[src/rtl/mem_port_arbiter.sv]
// mem_port_arbiter: two-port (0=CPU, 1=loader) arbiter onto one fixed-LAT memory; per port req/we/addr/wdata in, gnt/ack/rdata out; mem_en/we/addr/wdata/rdata bus; busy
module mem_port_arbiter #(
  parameter int DW = 32,
  parameter int AW = 32,
  parameter int LAT = 2
) (
  input  logic          clk,
  input  logic          rst,
  input  logic          req0,
  input  logic          req1,
  input  logic          we0,
  input  logic          we1,
  input  logic [AW-1:0] addr0,
  input  logic [AW-1:0] addr1,
  input  logic [DW-1:0] wdata0,
  input  logic [DW-1:0] wdata1,
  output logic          gnt0,
  output logic          gnt1,
  output logic          ack0,
  output logic          ack1,
  output logic [DW-1:0] rdata0,
  output logic [DW-1:0] rdata1,
  output logic          mem_en,
  output logic          mem_we,
  output logic [AW-1:0] mem_addr,
  output logic [DW-1:0] mem_wdata,
  input  logic [DW-1:0] mem_rdata,
  output logic          busy
);
  typedef enum logic [1:0] {IDLE, ISSUE, WAIT, DONE} state_t;
  state_t state, state_nx;
  logic [3:0] cnt;
  logic last_owner, cmd_we, accept, sel;
  always_comb begin
    accept = (state == IDLE || state == DONE) && (req0 || req1);
    sel = (req0 && req1) ? !last_owner : req1;
    state_nx = state == ISSUE ? (cmd_we ? DONE : WAIT) :
               state == WAIT ? (cnt == 4'd1 ? DONE : WAIT) :
               accept ? ISSUE : IDLE;
    mem_en = state == ISSUE;
    mem_we = mem_en && cmd_we;
    gnt0 = mem_en && !last_owner;
    gnt1 = mem_en && last_owner;
    ack0 = state == DONE && !last_owner;
    ack1 = state == DONE && last_owner;
    busy = state != IDLE;
  end
  always_ff @(posedge clk or posedge rst)
    if (rst) state <= IDLE;
    else state <= state_nx;
  always_ff @(posedge clk or posedge rst)
    if (rst) begin
      cnt <= '0;
      last_owner <= 1'b1;
      cmd_we <= 1'b0;
      mem_addr <= '0;
      mem_wdata <= '0;
      rdata0 <= '0;
      rdata1 <= '0;
    end else begin
      if (accept) begin
        last_owner <= sel;
        cmd_we <= sel ? we1 : we0;
        mem_addr <= sel ? addr1 : addr0;
        mem_wdata <= sel ? wdata1 : wdata0;
      end
      if (state == ISSUE) cnt <= 4'(LAT);
      else if (state == WAIT) cnt <= cnt - 4'd1;
      if (state == WAIT && cnt == 4'd1 && !last_owner) rdata0 <= mem_rdata;
      if (state == WAIT && cnt == 4'd1 && last_owner) rdata1 <= mem_rdata;
    end
endmodule

[config.mk]
export PLATFORM = sky130hd
export DESIGN_NAME = mem_port_arbiter
export DESIGN_NICKNAME = d
export VERILOG_FILES = /design/src/rtl/mem_port_arbiter.sv
export SDC_FILE = /design/constraint.sdc
export NUM_CORES = 1
export LEC_CHECK = 0
export CORE_UTILIZATION = 40
export CTS_CLUSTER_DIAMETER = 30
export CTS_CLUSTER_SIZE = 28
export DETAILED_ROUTE_END_ITERATION = 6
export PLACE_DENSITY_LB_ADDON = 0.08
export SLEW_MARGIN = 20
export SYNTH_ARGS = -nofsm -noshare
export SYNTH_HDL_FRONTEND = slang
export SYNTH_SLANG_ARGS = --single-unit
[constraint.sdc]
create_clock -name clk -period 7.8 [get_ports clk]
set_input_delay 1.56 -clock clk [delete_from_list [all_inputs] [get_ports clk]]
set_output_delay 1.56 -clock clk [all_outputs]
set_load 0.01 [all_outputs]
==> flow_metrics.env <==
export IMPL_min_path_cells=1
export IMPL_ys_types=29
export IMPL_cp_num_buf_inv=2
export IMPL_synth_area_leader_cell="dfrtp_1"
export IMPL_p_per_area_nw_per_um2=413.8
export IMPL_wl_per_cell_um=16.93
export IMPL_path_cells="inv_1 > ha_1 > nor2b_1 > clkdlybuf4s50_1"
export IMPL_yosys_warnings=0
export IMPL_htree_levels=4
export IMPL_async_flop_share_pct=100.0
export IMPL_internal_power_mw=2.666
export IMPL_first_pass_iters=6
export IMPL_top_layer_used="met4"
export IMPL_viasPerCell=5.021
export IMPL_drive_gt1_share_pct=13.20
export IMPL_rows=44
export IMPL_die_area_um2=15240
export IMPL_period_needed_ns=3.512
export IMPL_synth_area_per_cell_um2=10.94
export IMPL_chipHeight_um=123.4
export IMPL_worst_setup_path_start_kind="flip-flop"
export IMPL_min_period_over_period_pct=45.03
export IMPL_synthTopCellsByCount="dfrtp_1 (135), a21oi_1 (132), nand2_1 (67), nor2_1 (67), mux2_2 (35)"
export IMPL_r2r_end="mem_wdata[9]"
export IMPL_rsz0062_at_grt="false"
export IMPL_fmax_mhz=284.7
export IMPL_worst_pin_slew_ns=0.8229
export IMPL_critPathMaxStageDelay_ns=0.56
export IMPL_areaGrowthSynthToFinish_pct=63.66
export IMPL_synth_area_leaders="dfrtp_1 (57%), a21oi_1 (11%), mux2_4 (7.6%), mux2_2 (6.7%), nand2_1 (4.3%)"
export IMPL_grt_pass1_vias=5237
export IMPL_cp_required_ns=6.24
export IMPL_ys_seq_area_share_pct=57.72
export IMPL_wl_mm=17.35
export IMPL_swShare_pct=33.28
export IMPL_gp_congestion=0.7737
export IMPL_outcome="finished clean"
export IMPL_min_from="rdata0[13]"
export IMPL_start_util_pct=40.74
export IMPL_worst_path_dominant_cell_family="buffers and inverters"
export IMPL_syn_nets=711
export IMPL_comb_power_share_pct=46.4
export IMPL_cts_made_buffers=17
export IMPL_finClkSkew_ns=0.007129
export IMPL_io_buffers=300
export IMPL_crit_path_end_kind="primary output"
export IMPL_cts_root_buf="clkbuf_16"
export IMPL_cts_clk_slew_worst_paths_ns=0.05
export IMPL_drv_slew=0
export IMPL_drt_met1_wl_mm=6.998
export IMPL_finalHoldViolations=0
export IMPL_worstSkewPairLatency_ns=0.42
export IMPL_finalSetupViolCount=0
export IMPL_r2r_setup_slack_ns=5.47
export IMPL_ioPinCount=301
export IMPL_cts_hold_buf=0
export IMPL_r2r_start="state[0]"
export IMPL_cts_tree="done"
export IMPL_dp_hpwl_mm=12.05
export IMPL_dr_wl_met2_mm=8.443
export IMPL_seqPwrFrac_pct=31.4
export IMPL_ys_flop_type="dfrtp_1"
export IMPL_grt_start_max_net_pins=84
export IMPL_route_detailed_drc=0
export IMPL_nFillCells=1138
export IMPL_syn_inst=539
export IMPL_layout_nets=1000
export IMPL_cts_buffer_depth=2
export IMPL_ir_drop_uv=188.8
export IMPL_hp_class="reg2reg"
export IMPL_synth_seq_cells=136
export IMPL_synth_most_common_cell="dfrtp_1"
export IMPL_place_inst=993
export IMPL_grt_usage_pct=22.67
export IMPL_grt_antenna_before_repair=0
export IMPL_cts_sinks=136
export IMPL_final_core_util_pct=66.67
export IMPL_worstRegToRegCells=6
export IMPL_path_class="reg2out"
export IMPL_vias=5147
export IMPL_slowest_stage="clkdlybuf4s50_1"
export IMPL_synth_edff_count=0
export IMPL_power_leakage_nw=4.251
export IMPL_critPathArrivalTime_ns=1.95
export IMPL_synthesis_area_um2=5898
export IMPL_cts_resized_gates=0
export IMPL_n_antenna_cell=0
export IMPL_layoutNonFillerInstCount=1025
export IMPL_wl_met3_mm=1.380
export IMPL_ant_nets=0
export IMPL_worstPathMaxFanout=9
export IMPL_slew_headroom_pct=44.99
export IMPL_whs_endpoint="rdata0[13]"
export IMPL_die_w_um=123.4
export IMPL_core_area_um2=14480
export IMPL_p_switching_mw=1.329
export IMPL_power_total_mw=3.995
export IMPL_grt_pass1_wl_mm=25.88
export IMPL_drt_iter0_drc=259
export IMPL_cts_setup_buffers=0
export IMPL_max_cap_violations=0
export IMPL_clkPwrFrac_pct=22.2
export IMPL_synth_top_area_share_pct=57.28
export IMPL_grt_overflow_total=0
export IMPL_setup_tns_ns=0
## stage by stage
stage	cell area, µm²	hold WS, ns	worst slack (ns)
CTS	9647	0.5076	4.233
floorplan	5898	0.4754	2.602
finish	9653	0.5037	4.288
global route	9653	0.5106	4.176
global placement	8986	0.4884	4.211
detailed placement	8986	0.4924	4.104
## logic make-up (layout without fill, tap and decap cells)
kind of cell	count (synthesis)	in the layout	share of synthesized area, %
AND/OR/NAND/NOR	145	145	9.801
AO/OA/AOI/OAI	141	141	12.30
adder cells (fa/ha/maj)	6	6	1.273
multiplexers	67	67	14.66
flip-flops	136	136	57.72
buffers and inverters	44	346	4.243
## routing by layer
layer / vias up / global-route usage, %
met5: - / 0
met4: 0 / 10.99
met3: 39 / 8.349
met2: 222 / 37.29
met1: 2492 / 26.02
li1: 2394 / -
## registers in the layout, summed over array words and instances (netlist names)
register,cells
last_owner,1
mem_wdata,32
mem_addr,32
cnt,4
state,2
cmd_we,1
rdata1,32
rdata0,32
## how the worst max path moves through the flow
stage	from	end	cells past startpoint	slack, ns
after CTS	state[1]	gnt0	4	4.23
after global placement	req0	mem_wdata[25]	5	4.21
after global routing	state[1]	gnt0	4	4.18
after floorplan	rst	cmd_we	1	2.60
final	state[1]	gnt0	4	4.29
after detailed placement	req0	mem_addr[13]	5	4.10
## area by class of cell
type | count | area (µm²) | area share [%]
clock buffer | 25 | 525.5 | 5.444
clock inverter | 7 | 135.1 | 1.400
timing repair buffer | 306 | 3052 | 31.61
inverter | 8 | 35.03 | 0.3629
sequential | 136 | 3405 | 35.27
tap | 184 | 230.2 | 2.385
multi-input combinational | 359 | 2271 | 23.53
## placed cells by master, fill, tap and decap left out, types with 3 or more instances in the layout
cell type / synthesis / layout
ha_1: 6 / 6
nor2_1: 67 / 66
a21oi_1: 132 / 132
bufinv_16: 0 / 4
mux2_4: 30 / 30
mux2_2: 35 / 35
clkinv_2: 0 / 3
o21ai_0: 3 / 3
buf_4: 3 / 5
clkdlybuf4s50_1: 0 / 300
clkbuf_8: 0 / 7
dfrtp_1: 135 / 135
and2_1: 3 / 3
inv_1: 8 / 7
clkbuf_16: 0 / 17
nand2_1: 67 / 67
## power by group through the flow
stage / clock [mW] / sequential, mW / combinational, mW
2_1_floorplan: 0 / 1.38 / 0.789
5_1_grt: 0.931 / 1.30 / 2.02
4_1_cts: 0.904 / 1.26 / 1.87
3_5_place_dp: 0 / 1.26 / 1.86
3_3_place_gp: 0 / 1.24 / 1.82
6_report: 0.886 / 1.25 / 1.85
(Power assumes the default switching activity.)
